File: src/rtl/evm_poll.sv
// Clocked electronic voting machine: per-candidate vote counters, open/close
// poll sequencing and a one-candidate-per-cycle tally for winner and tie.
module evm_poll #(
  parameter int NUM_CAND = 4,
  parameter int SEL_W    = 2,
  parameter int CNT_W    = 32
) (
  input  logic                      CLK,
  input  logic                      RESET_N,
  input  logic                      OPEN_POLL,
  input  logic                      CLOSE_POLL,
  input  logic                      VOTE,
  input  logic [SEL_W-1:0]          S,
  output logic [NUM_CAND*CNT_W-1:0] RESULT,
  output logic [CNT_W+SEL_W-1:0]    TOTAL,
  output logic [SEL_W-1:0]          WINNER,
  output logic                      TIE,
  output logic                      VALID,
  output logic                      BUSY,
  output logic                      ACK,
  output logic                      REJECT
);

  // state    | meaning
  // IDLE     | no poll open, votes refused
  // POLL     | poll open, votes counted
  // TALLY    | scanning counters for the maximum, one candidate per cycle
  // DONE     | WINNER/TIE valid, counters readable
  typedef enum logic [1:0] {ST_IDLE, ST_POLL, ST_TALLY, ST_DONE} state_t;

  localparam int              TOT_W = CNT_W + SEL_W;
  localparam logic [SEL_W-1:0] LAST  = SEL_W'(NUM_CAND - 1);
  localparam logic [SEL_W:0]   NUM_C = (SEL_W + 1)'(NUM_CAND);

  state_t           state, state_nxt;
  logic             vote_q;
  logic             vote_ev;
  logic             sel_ok;
  logic             sel_full;
  logic             accept;
  logic             clear_cnt;
  logic             scan_last;
  logic [CNT_W-1:0] cnt [NUM_CAND];
  logic [CNT_W-1:0] scan_cnt;
  logic [CNT_W-1:0] run_max;
  logic [SEL_W-1:0] scan_idx;

  assign vote_ev   = VOTE & ~vote_q;
  assign sel_ok    = {1'b0, S} < NUM_C;
  assign accept    = vote_ev && (state == ST_POLL) && sel_ok && !sel_full;
  assign clear_cnt = OPEN_POLL && ((state == ST_IDLE) || (state == ST_DONE));
  assign scan_last = (scan_idx == LAST);

  assign BUSY  = (state == ST_TALLY);
  assign VALID = (state == ST_DONE);

  for (genvar g = 0; g < NUM_CAND; g++) begin : g_result
    assign RESULT[g*CNT_W +: CNT_W] = cnt[g];
  end

  // Loop-based muxes keep out-of-range selects (S >= NUM_CAND) harmless.
  always_comb begin
    sel_full = 1'b0;
    scan_cnt = '0;
    for (int i = 0; i < NUM_CAND; i++) begin
      if (S == SEL_W'(i)) sel_full = &cnt[i];
      if (scan_idx == SEL_W'(i)) scan_cnt = cnt[i];
    end
  end

  always_ff @(posedge CLK) begin
    if (!RESET_N) state <= ST_IDLE;
    else          state <= state_nxt;
  end

  always_comb begin
    state_nxt = state;
    case (state)
      ST_IDLE:  if (OPEN_POLL)  state_nxt = ST_POLL;
      ST_POLL:  if (CLOSE_POLL) state_nxt = ST_TALLY;
      ST_TALLY: if (scan_last)  state_nxt = ST_DONE;
      ST_DONE:  if (OPEN_POLL)  state_nxt = ST_POLL;
      default:                  state_nxt = ST_IDLE;
    endcase
  end

  always_ff @(posedge CLK) begin
    if (!RESET_N) begin
      // vote_q resets high so a VOTE held through reset is not an edge
      vote_q   <= 1'b1;
      ACK      <= 1'b0;
      REJECT   <= 1'b0;
      TOTAL    <= '0;
      scan_idx <= '0;
      run_max  <= '0;
      WINNER   <= '0;
      TIE      <= 1'b0;
      for (int i = 0; i < NUM_CAND; i++) cnt[i] <= '0;
    end else begin
      vote_q <= VOTE;
      ACK    <= accept;
      REJECT <= vote_ev && !accept;

      if (clear_cnt) begin
        TOTAL  <= '0;
        WINNER <= '0;
        TIE    <= 1'b0;
        for (int i = 0; i < NUM_CAND; i++) cnt[i] <= '0;
      end else if (accept) begin
        TOTAL <= TOTAL + TOT_W'(1);
        for (int i = 0; i < NUM_CAND; i++)
          if (S == SEL_W'(i)) cnt[i] <= cnt[i] + CNT_W'(1);
      end

      if ((state == ST_POLL) && CLOSE_POLL) begin
        scan_idx <= '0;
      end else if (state == ST_TALLY) begin
        if (scan_idx == '0) begin
          run_max <= scan_cnt;
          WINNER  <= '0;
          TIE     <= 1'b0;
        end else if (scan_cnt > run_max) begin
          run_max <= scan_cnt;
          WINNER  <= scan_idx;
          TIE     <= 1'b0;
        end else if (scan_cnt == run_max) begin
          TIE <= 1'b1;
        end
        if (!scan_last) scan_idx <= scan_idx + SEL_W'(1);
      end
    end
  end

endmodule

File: config.mk
export PLATFORM = sky130hd
export DESIGN_NAME = evm_poll
export DESIGN_NICKNAME = d
export VERILOG_FILES = /design/src/rtl/evm_poll.sv
export SDC_FILE = /design/constraint.sdc
export NUM_CORES = 1
export LEC_CHECK = 0
export ABC_CLOCK_PERIOD_IN_PS = 4400
export BUFFER_PORTS_ARGS = -buffer_cell sky130_fd_sc_hd__buf_2
export CORE_MARGIN = 1
export CORE_UTILIZATION = 40
export CTS_BUF_LIST = sky130_fd_sc_hd__clkbuf_4
export DETAILED_ROUTE_END_ITERATION = 6
export PLACE_DENSITY = 0.64
export SKIP_LAST_GASP = 1
export SYNTH_ARGS = -nofsm -noshare
export SYNTH_HDL_FRONTEND = slang
export SYNTH_SLANG_ARGS = --single-unit
export TNS_END_PERCENT = 50
File: constraint.sdc
create_clock -name CLK -period 4.4 [get_ports CLK]
set_clock_uncertainty 0.15 [all_clocks]
set_input_delay 0.44 -clock CLK [delete_from_list [all_inputs] [get_ports CLK]]
set_output_delay 0.44 -clock CLK [all_outputs]
set_load 0.02 [all_outputs]
==> report_table.html, run 1 <==
<table>
<tr><th>Metric</th><th>Value</th></tr>
<tr><th colspan="2">Critical path</th></tr>
<tr><td>Launching element type of the critical path</td><td>register</td></tr>
<tr><td>R2R cell count</td><td>14</td></tr>
<tr><td>Category of the most critical setup path</td><td>reg2reg</td></tr>
<tr><td>Crit path capture type</td><td>register</td></tr>
<tr><td>Worst Path Arrival</td><td>4.77 ns</td></tr>
<tr><td>Critical path required time</td><td>between 4 and 5 ns</td></tr>
<tr><td>Peak fanout along the critical path</td><td>23</td></tr>
<tr><th colspan="2">Placement</th></tr>
<tr><td>GP Congestion</td><td>0.919</td></tr>
<tr><td>Placed Area</td><td>13500 um2</td></tr>
<tr><td>Port Buffers</td><td>175</td></tr>
<tr><td>Detailed Place HPWL</td><td>28100 um</td></tr>
<tr><td>Count of placed standard cells including taps</td><td>1873</td></tr>
<tr><th colspan="2">Timing</th></tr>
<tr><td>Slew Limit Headroom</td><td>31.9%</td></tr>
<tr><td>Hold_ws</td><td>0.126 ns</td></tr>
<tr><td>Fin crit share</td><td>97.8%</td></tr>
<tr><td>Period minus WS final</td><td>4.30 ns</td></tr>
<tr><td>Final-report setup violation count</td><td>0</td></tr>
<tr><td>Max-slew violation total from the final report</td><td>0</td></tr>
<tr><td>Worst Tran Pin Value</td><td>~1 ns</td></tr>
<tr><td>Final hold violations</td><td>0</td></tr>
<tr><td>FMAX</td><td>approximately 230 MHz</td></tr>
<tr><td>Setup repair after global routing missed its margin</td><td>false</td></tr>
<tr><th colspan="2">Global routing</th></tr>
<tr><td>Met1 global-route usage</td><td>34.7%</td></tr>
<tr><td>Met2 Use GR</td><td>37.0%</td></tr>
<tr><td>Routing usage on met3</td><td>4.81%</td></tr>
<tr><td>Wire length of the first global-routing pass</td><td>around 60000 um</td></tr>
<tr><td>Maximum number of pins on one net before global-route repair</td><td>between 50 and 60</td></tr>
<tr><td>Antenna violations before repair</td><td>3</td></tr>
<tr><td>Via count of the first global-routing pass</td><td>10600</td></tr>
<tr><td>Remaining Overflow, GRT</td><td>0</td></tr>
<tr><td>Total routing resource utilization after global routing</td><td>roughly 25%</td></tr>
<tr><td>Layer with the highest usage</td><td>met2</td></tr>
<tr><th colspan="2">Synthesis</th></tr>
<tr><td>Compound-cell area share of the yosys netlist</td><td>11.9%</td></tr>
<tr><td>Share of synthesized area spent on multiplexers</td><td>3.28%</td></tr>
<tr><td>Async set-reset flop share out of synthesis</td><td>0%</td></tr>
<tr><td>Area share of fa/ha/maj cells after synthesis</td><td>roughly 4.6%</td></tr>
<tr><td>Number of warnings issued by yosys</td><td>0</td></tr>
<tr><td>Register bit count reported by yosys</td><td>204</td></tr>
<tr><td>Mean instance size in the synthesized netlist</td><td>9.02 um2</td></tr>
<tr><td>Post-synthesis share of cell area spent on xor and xnor gates</td><td>under 10%</td></tr>
<tr><td>Unique cell type count in the Yosys netlist</td><td>67</td></tr>
<tr><td>Most common flop cell mapped by yosys</td><td>dfxtp_1</td></tr>
<tr><td>Sequential cell area fraction in the yosys report</td><td>41.3%</td></tr>
<tr><td>Cell count after synthesis</td><td>roughly 1400</td></tr>
<tr><td>Post-Synthesis Cell Area</td><td>12200 um2</td></tr>
<tr><td>Synthesized netlist net count</td><td>~1400</td></tr>
<tr><td>Dominant combinational cell family by area after synthesis</td><td>simple AND/OR/NAND/NOR gates</td></tr>
<tr><td>Synthesized-area fraction occupied by and/or/nand/nor cells</td><td>between 20% and 30%</td></tr>
<tr><td>EDFF count, synth</td><td>96</td></tr>
<tr><th colspan="2">Power and ir drop</th></tr>
<tr><td>Power density normalized to cell area</td><td>between 400 and 500 nW/um2</td></tr>
<tr><td>P_leak</td><td>5.42 nW</td></tr>
<tr><td>Worst supply voltage drop on vdd</td><td>0.000257 V</td></tr>
<tr><td>Total power</td><td>6.87 mW</td></tr>
<tr><th colspan="2">Final layout</th></tr>
<tr><td>Leading cell type in the layout, fill and taps excluded</td><td>buf_2</td></tr>
<tr><td>Layout Area Growth over Synthesis</td><td>17.1%</td></tr>
<tr><td>Core utilization of the finished layout</td><td>between 40% and 50%</td></tr>
<tr><td>Design area</td><td>14300 um2</td></tr>
<tr><td>Most frequent cells in the layout</td><td>buf_2, nand2_1, nor2_1</td></tr>
<tr><td>Proportion of layout cells with a drive suffix above 1</td><td>20.5%</td></tr>
<tr><td>Final non-filler cell total</td><td>1987</td></tr>
<tr><td>Number of nets in the layout</td><td>1599</td></tr>
<tr><th colspan="2">CTS</th></tr>
<tr><td>Clock sink count</td><td>204</td></tr>
<tr><td>Number of buffers on the longest clock path</td><td>3</td></tr>
<tr><td>TritonCTS clock tree</td><td>yes</td></tr>
<tr><td>Clock latency on the worst-skew pair</td><td>0.72 ns</td></tr>
<tr><td>Clock transition at path regs</td><td>about 0.07 ns</td></tr>
<tr><td>Total number of H-tree levels</td><td>2</td></tr>
<tr><td>Number of buffers added by the clock tree synthesis step</td><td>57</td></tr>
<tr><td>CTS root buf</td><td>clkbuf_4</td></tr>
<tr><th colspan="2">Drt</th></tr>
<tr><td>Detail-routed net length per standard cell</td><td>a little under 20 um</td></tr>
<tr><td>Routed via count divided by cell count</td><td>~5.7</td></tr>
<tr><td>Number of remaining DRC errors</td><td>0</td></tr>
<tr><td>Post-detailed-route count of antenna-violating nets</td><td>0</td></tr>
<tr><td>Overall via count from detail_route</td><td>around 11000</td></tr>
<tr><td>Drt total wl</td><td>39100 um</td></tr>
<tr><td>Pre-Repair DR Iteration Count</td><td>5</td></tr>
<tr><td>Detailed router's first-iteration violation count</td><td>1071</td></tr>
<tr><th colspan="2">Floorplanning</th></tr>
<tr><td>FP Rows</td><td>63</td></tr>
<tr><td>Starting Density</td><td>40.9%</td></tr>
<tr><td>Core Box Area</td><td>29900 um2</td></tr>
<tr><td>Width of the die</td><td>177 um</td></tr>
<tr><td>Vertical die dimension</td><td>177 um</td></tr>
<tr><td>Area of the die</td><td>31300 um2</td></tr>
<tr><td>Boundary pin count</td><td>176</td></tr>
<tr><th colspan="2">Min path</th></tr>
<tr><td>Worst hold path type</td><td>in2reg</td></tr>
<tr><td>Cells on Worst Hold Path</td><td>2</td></tr>
<tr><th colspan="2">Outcome</th></tr>
<tr><td>Status</td><td>finished, final reports clean</td></tr>
<tr><th colspan="2">Flow run</th></tr>
<tr><td>Max-cap viol count</td><td>0</td></tr>
</table>
## logic make-up after synthesis
family	Yosys count
fa+ha+maj	45
mux	40
compound gates	195
xor+xnor	117
simple gates	626
buf+inv	128
flops	204
## stage by stage
stage	setup slack (ns)	TNS (ns)
after floorplan	0.599	0
final	0.0974	0
after global routing	0.0755	0
after CTS	0.210	0
after detailed placement	-0.113	-3.34
after global placement	0.0452	0
## what timing repair did
item,4_1_cts,5_1_grt
hold buffers,3,0
endpoints found under the hold margin,5,0
setup endpoints to repair,35,35
gates cloned,0,1
resized for setup,1,2
buffers inserted,0,1
## where the power goes
part | total [mW] | switching (mW) | leakage [nW] | internal, mW
Clock | 1.81 | 0.855 | 0.459 | 0.959
Sequential | 2.76 | 0.464 | 1.91 | 2.29
Combinational | 2.30 | 1.42 | 3.05 | 0.872
## final timing paths
| kind | startpoint | to | slack (ns) |
|---|---|---|---|
| min | RESET_N | vote_q | 0.13 |
| min reg2reg | run_max[19] | run_max[19] | 0.31 |
| max reg2reg | scan_idx[0] | run_max[6] | 0.1 |
| max | scan_idx[0] | run_max[6] | 0.1 |
## critical path, cell delays in order, from the launching register on
cell and delay, ns:
dfxtp_1 0.41, inv_1 0.13, ha_1 0.30, nor2b_4 0.17, buf_12 0.16, a221oi_1 0.57
o31ai_1 0.18, ha_1 0.36, a21oi_1 0.08, a2111oi_0 0.65, buf_4 0.22, o311a_1 0.21
o31a_2 0.18, buf_12 0.21, mux2i_1 0.23
## cell usage after synthesis (3+ instances only)
cell / n / area (um2)
nand2_1: 167 / 627
or3_1: 7 / 43.8
a31oi_1: 5 / 31.3
a221oi_1: 31 / 272
o41ai_1: 13 / 114
buf_2: 10 / 50.1
o311ai_0: 13 / 114
and3_1: 18 / 113
o31a_1: 3 / 26.3
nor2_1: 163 / 612
dfxtp_1: 108 / 2160
o31ai_1: 38 / 285
nor3_1: 14 / 70.1
xnor2_1: 42 / 368
nand2b_1: 22 / 138
a21o_1: 4 / 30.0
o211ai_1: 15 / 113
nor4_1: 18 / 113
nor2b_1: 37 / 231
clkbuf_1: 46 / 173
mux2i_1: 40 / 400
buf_4: 12 / 90.1
nand4_1: 54 / 338
edfxtp_1: 96 / 2880
o2111ai_1: 7 / 61.3
ha_1: 45 / 563
inv_1: 53 / 199
buf_6: 3 / 33.8
and4_1: 20 / 175
and2_1: 12 / 75.1
xor2_1: 75 / 657
nand3_1: 62 / 310
o21ai_0: 18 / 90.1
a21oi_1: 32 / 160
or2_2: 5 / 31.3
or4_1: 13 / 97.6
## metal layers
layer	part of all wire [%]	vias up
met5	0	-
met4	2.9	0
met3	8.5	81
met2	45	463
met1	44	5465
li1	-	5342
## sequential cells by signal (all words and copies together), names as in the netlist
signal / flops
cnt: 128
TOTAL: 34
run_max: 32
WINNER: 2
scan_idx: 2
state: 2
ACK: 1
REJECT: 1
TIE: 1
vote_q: 1
## final cells by class
type | count | area [um2]
Sequential cell | 204 | 5040
Fill cell | 2848 | 15600
Clock buffer | 94 | 706
Multi-Input combinational cell | 1024 | 6650
Tap cell | 390 | 488
Timing Repair Buffer | 207 | 1160
Antenna cell | 3 | 7.51
Inverter | 53 | 199
Clock inverter | 12 | 47.5
Power figures use the tool's default switching activity.
==> inputs of run 2 (changes only) <==
- ABC_CLOCK_PERIOD_IN_PS: 4400 -> 5100
- CAP_MARGIN: default -> 40
- PLACE_DENSITY: 0.64 -> default
- clock period: 4.4 -> 5.1 ns (I/O delays scaled with it)
==> run 2 against run 1 <==
  * Core utilization fell by 0.25 points
  * Wire length rose by 0.96%
  * Worst setup slack improved by 0.36 ns
  * Non-clock buffer count fell by 9
  * Via count fell by 0.29%
  * Die area did not move
  * Final cell count fell by 0.15%
  * Combinational power fell by 16%
  * Power fell by 14%
  * First-iteration DRC count fell by 22%
  * Register-to-register slack improved by 0.36 ns
  * Largest power group unchanged
==> report_table.html, run 2 (synthesis results as in run 1) <==
<table>
<tr><th>Metric</th><th>Value</th></tr>
<tr><th colspan="2">Outcome</th></tr>
<tr><td>Status</td><td>finished, final reports clean</td></tr>
<tr><th colspan="2">Final layout</th></tr>
<tr><td>Filler cell count in the final layout</td><td>2888</td></tr>
<tr><td>Largest register by flop count</td><td>cnt</td></tr>
<tr><td>Number of nets in the layout</td><td>1593</td></tr>
<tr><td>Proportion of layout cells with a drive suffix above 1</td><td>20.1%</td></tr>
<tr><td>Core utilization of the finished layout</td><td>47.6%</td></tr>
<tr><td>Leading cell type in the layout, fill and taps excluded</td><td>buf_2</td></tr>
<tr><td>Final non-filler cell total</td><td>1984</td></tr>
<tr><td>Most frequent cells in the layout</td><td>buf_2, nand2_1, nor2_1</td></tr>
<tr><td>Largest register FFs</td><td>128</td></tr>
<tr><td>Storage element area</td><td>between 5000 and 6000 um2</td></tr>
<tr><td>Layout Area Growth over Synthesis</td><td>16.4%</td></tr>
<tr><td>Multi-input combinational cell area</td><td>6620 um2</td></tr>
<tr><td>Top Registers</td><td>cnt (128), TOTAL (34), run_max (32)</td></tr>
<tr><th colspan="2">CTS</th></tr>
<tr><td>Clock latency on the worst-skew pair</td><td>0.71 ns</td></tr>
<tr><td>CTS root buf</td><td>clkbuf_4</td></tr>
<tr><td>Clock sink count</td><td>204</td></tr>
<tr><td>Total number of H-tree levels</td><td>2</td></tr>
<tr><td>TritonCTS clock tree</td><td>yes</td></tr>
<tr><td>Number of buffers added by the clock tree synthesis step</td><td>61</td></tr>
<tr><td>Clock transition at path regs</td><td>approximately 0.06 ns</td></tr>
<tr><td>Number of buffers on the longest clock path</td><td>3</td></tr>
<tr><th colspan="2">Power and ir drop</th></tr>
<tr><td>P_leak</td><td>5.38 nW</td></tr>
<tr><td>Power density normalized to cell area</td><td>416 nW/um2</td></tr>
<tr><td>Worst supply voltage drop on vdd</td><td>0.000219 V</td></tr>
<tr><td>Total power</td><td>a little under 6 mW</td></tr>
<tr><th colspan="2">Critical path</th></tr>
<tr><td>Category of the most critical setup path</td><td>reg2reg</td></tr>
<tr><td>Slowest cell on the critical path</td><td>nor2b_2</td></tr>
<tr><td>Crit path capture type</td><td>register</td></tr>
<tr><td>Reg-to-reg endpoint</td><td>run_max[11]</td></tr>
<tr><td>Startpoint of the most critical setup path</td><td>scan_idx[0]</td></tr>
<tr><td>Critical path required time</td><td>5.52 ns</td></tr>
<tr><td>Peak fanout along the critical path</td><td>24</td></tr>
<tr><td>Ordered cell list for the critical path</td><td>inv_1 -&gt; ha_1 -&gt; nor2b_2 -&gt; buf_4 -&gt; a221oi_1 -&gt; o31ai_1 -&gt; ha_1 -&gt; nand4_1 -&gt; nor4_1 -&gt; nand2_1 -&gt; o31a_1 -&gt; o31a_2 -&gt; buf_12 -&gt; mux2i_1</td></tr>
<tr><td>Beginning of the worst register-to-register path</td><td>scan_idx[0]</td></tr>
<tr><td>Worst Path Arrival</td><td>5.06 ns</td></tr>
<tr><td>Critical path's most frequent cell</td><td>ha_1</td></tr>
<tr><td>Termination of the worst setup path</td><td>run_max[11]</td></tr>
<tr><td>Launching element type of the critical path</td><td>register</td></tr>
<tr><td>Longest individual stage delay on the worst path</td><td>0.61 ns</td></tr>
<tr><td>Setup slack on the worst flop-to-flop path</td><td>roughly 0.46 ns</td></tr>
<tr><td>R2R cell count</td><td>14</td></tr>
<tr><th colspan="2">Timing</th></tr>
<tr><td>Max-slew violation total from the final report</td><td>0</td></tr>
<tr><td>Final-report setup violation count</td><td>0</td></tr>
<tr><td>Worst Tran Pin Value</td><td>0.862 ns</td></tr>
<tr><td>Fin crit share</td><td>between 90 and 100%</td></tr>
<tr><td>Setup TNS</td><td>0 ns</td></tr>
<tr><td>Final hold violations</td><td>0</td></tr>
<tr><td>Period minus WS final</td><td>4.64 ns</td></tr>
<tr><td>Slew Limit Headroom</td><td>42.6%</td></tr>
<tr><td>Setup repair after global routing missed its margin</td><td>false</td></tr>
<tr><td>FMAX</td><td>approximately 220 MHz</td></tr>
<tr><th colspan="2">Drt</th></tr>
<tr><td>Number of remaining DRC errors</td><td>0</td></tr>
<tr><td>Pre-Repair DR Iteration Count</td><td>7</td></tr>
<tr><td>Overall via count from detail_route</td><td>11300</td></tr>
<tr><td>Drt total wl</td><td>39500 um</td></tr>
<tr><td>Post-detailed-route count of antenna-violating nets</td><td>0</td></tr>
<tr><td>Routed via count divided by cell count</td><td>5.70</td></tr>
<tr><td>Detailed router's first-iteration violation count</td><td>839</td></tr>
<tr><td>Detail-routed net length per standard cell</td><td>approximately 20 um</td></tr>
<tr><th colspan="2">Global routing</th></tr>
<tr><td>Met2 Use GR</td><td>36.9%</td></tr>
<tr><td>Via count of the first global-routing pass</td><td>10500</td></tr>
<tr><td>Wire length of the first global-routing pass</td><td>61000 um</td></tr>
<tr><td>Routing usage on met3</td><td>6.04%</td></tr>
<tr><td>Maximum number of pins on one net before global-route repair</td><td>73</td></tr>
<tr><td>Remaining Overflow, GRT</td><td>0</td></tr>
<tr><td>Antenna violations before repair</td><td>1</td></tr>
<tr><td>Total routing resource utilization after global routing</td><td>25.2%</td></tr>
<tr><td>Met1 global-route usage</td><td>between 30% and 40%</td></tr>
<tr><td>Layer with the highest usage</td><td>met2</td></tr>
<tr><th colspan="2">Placement</th></tr>
<tr><td>Port Buffers</td><td>175</td></tr>
<tr><td>Detailed Place HPWL</td><td>28200 um</td></tr>
<tr><td>GP Congestion</td><td>around 0.94</td></tr>
<tr><td>Count of placed standard cells including taps</td><td>between 1500 and 2000</td></tr>
<tr><th colspan="2">Floorplanning</th></tr>
<tr><td>Width of the die</td><td>approximately 180 um</td></tr>
<tr><td>Boundary pin count</td><td>176</td></tr>
<tr><td>Vertical die dimension</td><td>~180 um</td></tr>
<tr><td>Core Box Area</td><td>29900 um2</td></tr>
<tr><td>Area of the die</td><td>31300 um2</td></tr>
<tr><td>Starting Density</td><td>between 40% and 50%</td></tr>
<tr><td>FP Rows</td><td>63</td></tr>
<tr><th colspan="2">Flow run</th></tr>
<tr><td>Max-cap viol count</td><td>0</td></tr>
<tr><th colspan="2">Min path</th></tr>
<tr><td>Worst hold path type</td><td>in2reg</td></tr>
</table>
## run 2: cell count changes in the layout (fill, tap and decap cells not counted), sizes merged
| cell | change |
|---|---|
| buf | -8 |
| nor2b | -1 |
| clkbuf | +2 |
| diode | -2 |
| dlygate4sd3 | -2 |
| clkdlybuf4s18 | +1 |
| clkinv | +7 |
## run 2: area by class of cell
cell class / instances / share of cell area, %
flip-flops and latches: 204 / 35.4
multi-input cells: 1023 / 46.5
repair buffers: 198 / 7.58
clock buffers: 96 / 5.06
diodes: 1 / 0.0176
clock inverters: 19 / 0.527
inverters: 53 / 1.40
well taps: 390 / 3.43
## run 2: how the worst min path moves through the flow
stage / startpoint / to / slack, ns / cells after the start
6_report: OPEN_POLL / state[1] / 0.09 / 4
5_1_grt: CLOSE_POLL / scan_idx[0] / 0.11 / 4
4_1_cts: OPEN_POLL / state[1] / 0.04 / 4
3_5_place_dp: run_max[23] / run_max[23] / 0.30 / 2
3_3_place_gp: run_max[19] / run_max[19] / 0.29 / 2
2_1_floorplan: run_max[10] / run_max[10] / 0.28 / 2
## run 2: critical path: cells and delay by family (launching register included)
kind	cells	cell delay, ns
AOI/OAI and AO/OA	4	1.13
and+or+nand+nor	4	1.56
buffers and inverters	3	0.68
adders and majority gates	2	0.48
DFF	1	0.35
muxes	1	0.14
## run 2: metrics by stage
step	worst slack (ns)	area [um2]	hold WS (ns)
after CTS	0.550	14200	0.0384
after detailed placement	0.590	13400	0.298
final	0.458	14200	0.0922
after floorplan	0.568	12200	0.285
after global placement	0.732	13400	0.292
after global routing	0.183	14200	0.114
## run 2: report_power, final
group	internal (mW)	leakage (nW)	switching, mW
Clock	0.852	0.481	0.757
Combinational	0.711	2.99	1.21
Sequential	1.98	1.91	0.405
Total	3.54	5.38	2.38
## run 2: timing repair
| item | in CTS | in global routing |
|---|---|---|
| buffers inserted | 0 | 0 |
| gates resized for setup | 0 | 0 |
| hold buffers | 1 | 0 |
| hold endpoints to repair | 2 | 0 |
## run 2: layer usage
metal  share of wire (%)  wire length (um)
met3                 8.8              3470
met5                   0                 0
met1                  44             17300
met4                 3.8              1500
met2                  44             17200
==> inputs of run 3 (changes only) <==
- RECOVER_POWER: default -> 100
==> run 3 against run 2 <==
  * The flow now finishes with violations (max-capacitance violations, max-slew violations)
  * First-iteration DRC count shrank 1.8%
  * Largest cell class unchanged
  * Sequential power is essentially flat
  * Power shrank 0.72%
  * Final cell count did not move
==> report_table.html, run 3 (synthesis results as in run 1) <==
<table>
<tr><th>Metric</th><th>Value</th></tr>
<tr><th colspan="2">Outcome</th></tr>
<tr><td>Status</td><td>complete, but fails checks</td></tr>
<tr><td>Violations in the final reports</td><td>max-capacitance violations, max-slew violations</td></tr>
<tr><th colspan="2">Critical path</th></tr>
<tr><td>Launching element type of the critical path</td><td>register</td></tr>
<tr><td>CP Buf/Inv Count</td><td>3</td></tr>
<tr><td>Worst Path Arrival</td><td>5.09 ns</td></tr>
<tr><td>Family with the most delay on the worst path</td><td>simple AND/OR/NAND/NOR gates</td></tr>
<tr><td>Ordered cell list for the critical path</td><td>inv_1 -&gt; ha_1 -&gt; nor2b_2 -&gt; buf_4 -&gt; a221oi_1 -&gt; o31ai_1 -&gt; ha_1 -&gt; nand4_1 -&gt; nor4_1 -&gt; nand2_1 -&gt; o31a_1 -&gt; o31a_2 -&gt; buf_6 -&gt; mux2i_1</td></tr>
<tr><td>Critical path required time</td><td>5.52 ns</td></tr>
<tr><td>Critical path's most frequent cell</td><td>ha_1</td></tr>
<tr><td>Longest individual stage delay on the worst path</td><td>0.61 ns</td></tr>
<tr><td>Peak fanout along the critical path</td><td>24</td></tr>
<tr><td>Crit path capture type</td><td>register</td></tr>
<tr><td>Slowest cell on the critical path</td><td>nor2b_2</td></tr>
<tr><td>Category of the most critical setup path</td><td>reg2reg</td></tr>
<tr><th colspan="2">Timing</th></tr>
<tr><td>Slew Limit Headroom</td><td>-113%</td></tr>
<tr><td>Setup TNS</td><td>0 ns</td></tr>
<tr><td>FMAX</td><td>about 210 MHz</td></tr>
<tr><td>Final-report setup violation count</td><td>0</td></tr>
<tr><td>Worst Tran Pin Value</td><td>3.20 ns</td></tr>
<tr><td>Period minus WS final</td><td>4.67 ns</td></tr>
<tr><td>Setup repair after global routing missed its margin</td><td>false</td></tr>
<tr><td>Final hold violations</td><td>0</td></tr>
<tr><td>Fin crit share</td><td>91.6%</td></tr>
<tr><td>Max-slew violation total from the final report</td><td>106</td></tr>
<tr><th colspan="2">Placement</th></tr>
<tr><td>GP Congestion</td><td>roughly 0.94</td></tr>
<tr><td>Detailed Place HPWL</td><td>about 28000 um</td></tr>
<tr><td>Port Buffers</td><td>175</td></tr>
<tr><th colspan="2">Drt</th></tr>
<tr><td>Routed via count divided by cell count</td><td>between 5 and 6</td></tr>
<tr><td>Drt total wl</td><td>roughly 40000 um</td></tr>
<tr><td>Overall via count from detail_route</td><td>about 11000</td></tr>
<tr><td>Pre-Repair DR Iteration Count</td><td>6</td></tr>
<tr><td>Detail-routed net length per standard cell</td><td>19.9 um</td></tr>
<tr><td>Detailed router's first-iteration violation count</td><td>824</td></tr>
<tr><td>Post-detailed-route count of antenna-violating nets</td><td>0</td></tr>
<tr><td>Number of remaining DRC errors</td><td>0</td></tr>
<tr><th colspan="2">CTS</th></tr>
<tr><td>Clock latency on the worst-skew pair</td><td>0.71 ns</td></tr>
<tr><td>CTS root buf</td><td>clkbuf_4</td></tr>
<tr><td>Clock transition at path regs</td><td>around 0.06 ns</td></tr>
<tr><td>Number of buffers added by the clock tree synthesis step</td><td>61</td></tr>
<tr><td>Clock sink count</td><td>between 200 and 250</td></tr>
<tr><td>Quantity of hold-fixing buffers added after cts</td><td>1</td></tr>
<tr><td># resized after CTS</td><td>0</td></tr>
<tr><td>Total number of H-tree levels</td><td>2</td></tr>
<tr><td>Post-CTS repair timing setup buffer count</td><td>0</td></tr>
<tr><td>Number of buffers on the longest clock path</td><td>3</td></tr>
<tr><td>TritonCTS clock tree</td><td>yes</td></tr>
<tr><th colspan="2">Floorplanning</th></tr>
<tr><td>Area of the die</td><td>31300 um2</td></tr>
<tr><td>Width of the die</td><td>177 um</td></tr>
<tr><td>FP Rows</td><td>63</td></tr>
<tr><td>Boundary pin count</td><td>176</td></tr>
<tr><td>Vertical die dimension</td><td>177 um</td></tr>
<tr><td>Core Box Area</td><td>29900 um2</td></tr>
<tr><td>Starting Density</td><td>40.9%</td></tr>
<tr><th colspan="2">Power and ir drop</th></tr>
<tr><td>Power density normalized to cell area</td><td>421 nW/um2</td></tr>
<tr><td>Fraction of power spent switching nets</td><td>slightly above 40%</td></tr>
<tr><td>Worst supply voltage drop on vdd</td><td>about 0.00021 V</td></tr>
<tr><td>P_leak</td><td>4.67 nW</td></tr>
<tr><td>Cell Int Power</td><td>approximately 3.5 mW</td></tr>
<tr><td>Sw power</td><td>2.38 mW</td></tr>
<tr><td>Clock power share</td><td>27.4%</td></tr>
<tr><td>Sequential power share</td><td>40.7%</td></tr>
<tr><td>Power share of the combinational group</td><td>31.8%</td></tr>
<tr><th colspan="2">Flow run</th></tr>
<tr><td>Max-cap viol count</td><td>2</td></tr>
<tr><th colspan="2">Final layout</th></tr>
<tr><td>Number of nets in the layout</td><td>between 1500 and 2000</td></tr>
<tr><td>Largest register FFs</td><td>128</td></tr>
<tr><td>Most frequent cells in the layout</td><td>clkbuf_1, nand2_1, nor2_1</td></tr>
<tr><td>Layout Area Growth over Synthesis</td><td>14.1%</td></tr>
<tr><td>Proportion of layout cells with a drive suffix above 1</td><td>under 10%</td></tr>
<tr><td>Leading cell type in the layout, fill and taps excluded</td><td>clkbuf_1</td></tr>
<tr><td>Core utilization of the finished layout</td><td>46.7%</td></tr>
<tr><td>Top Registers</td><td>cnt (128), TOTAL (34), run_max (32)</td></tr>
<tr><td>Largest register by flop count</td><td>cnt</td></tr>
<tr><th colspan="2">Global routing</th></tr>
<tr><td>Via count of the first global-routing pass</td><td>10500</td></tr>
<tr><td>Wire length of the first global-routing pass</td><td>61000 um</td></tr>
<tr><td>Antenna violations before repair</td><td>1</td></tr>
<tr><td>Remaining Overflow, GRT</td><td>0</td></tr>
<tr><td>Maximum number of pins on one net before global-route repair</td><td>73</td></tr>
<tr><td>Total routing resource utilization after global routing</td><td>between 20% and 30%</td></tr>
<tr><th colspan="2">Min path</th></tr>
<tr><td>Worst hold path type</td><td>in2reg</td></tr>
</table>
[run 3: changes by cell type in the layout (fill, tap and decap cells not counted), moves of 2 or more]
cell      before  now
buf_4         19   13
clkbuf_2       0    3
o21ai_0       17   19
clkbuf_1       0  172
buf_2        175    6
[run 3: power by group through the flow]
stage | combinational [mW] | sequential (mW) | clock, mW
6_report | 1.87 | 2.39 | 1.61
5_1_grt | 2.06 | 2.42 | 1.74
4_1_cts | 1.90 | 2.38 | 1.65
3_5_place_dp | 1.89 | 2.41 | 0
3_3_place_gp | 1.87 | 2.41 | 0
2_1_floorplan | 1.13 | 2.46 | 0
[run 3: stage by stage]
| step | area (um2) | instances | setup WS, ns | hold slack [ns] | power, mW |
|---|---|---|---|---|---|
| floorplan | 12200 | 1355 | 0.568 | 0.285 | 3.60 |
| global placement | 13400 | 1864 | 0.732 | 0.292 | 4.28 |
| detailed placement | 13400 | 1867 | 0.590 | 0.298 | 4.30 |
| CTS | 14200 | 1983 | 0.550 | 0.0384 | 5.94 |
| global route | 14000 | 1984 | 0.140 | 0.114 | 6.23 |
| finish | 14000 | 1984 | 0.427 | 0.0895 | 5.88 |
[run 3: routing by layer]
metal / track usage [%] / vias up / routed length (um)
li1: - / 5334 / -
met3: 6.04 / 104 / 3400
met1: 34.7 / 5436 / 17400
met4: 11.7 / 0 / 1390
met2: 36.9 / 478 / 17300
met5: 0 / - / 0
[run 3: worst min-delay path: stages]
cell and delay, ns:
buf_2 0.13, inv_1 0.07, o21ai_0 0.08, a21oi_1 0.12
[run 3: area by class of cell]
| type | instances | area, um2 |
|---|---|---|
| Fill cell | 2977 | 15900 |
| Multi-Input combinational cell | 1023 | 6580 |
| Sequential cell | 204 | 5040 |
| Timing Repair Buffer | 198 | 840 |
| Clock buffer | 96 | 721 |
| Tap cell | 390 | 488 |
| Inverter | 53 | 199 |
| Clock inverter | 19 | 75.1 |
| Antenna cell | 1 | 2.50 |
[run 3: worst paths after layout]
check / from / endpoint / slack [ns] / cells after the start
setup reg to reg: scan_idx[0] / run_max[11] / 0.43 / 14
hold reg to reg: vote_q / REJECT / 0.31 / 1
hold / removal: OPEN_POLL / state[1] / 0.09 / 4
setup / recovery: scan_idx[0] / run_max[11] / 0.43 / 14
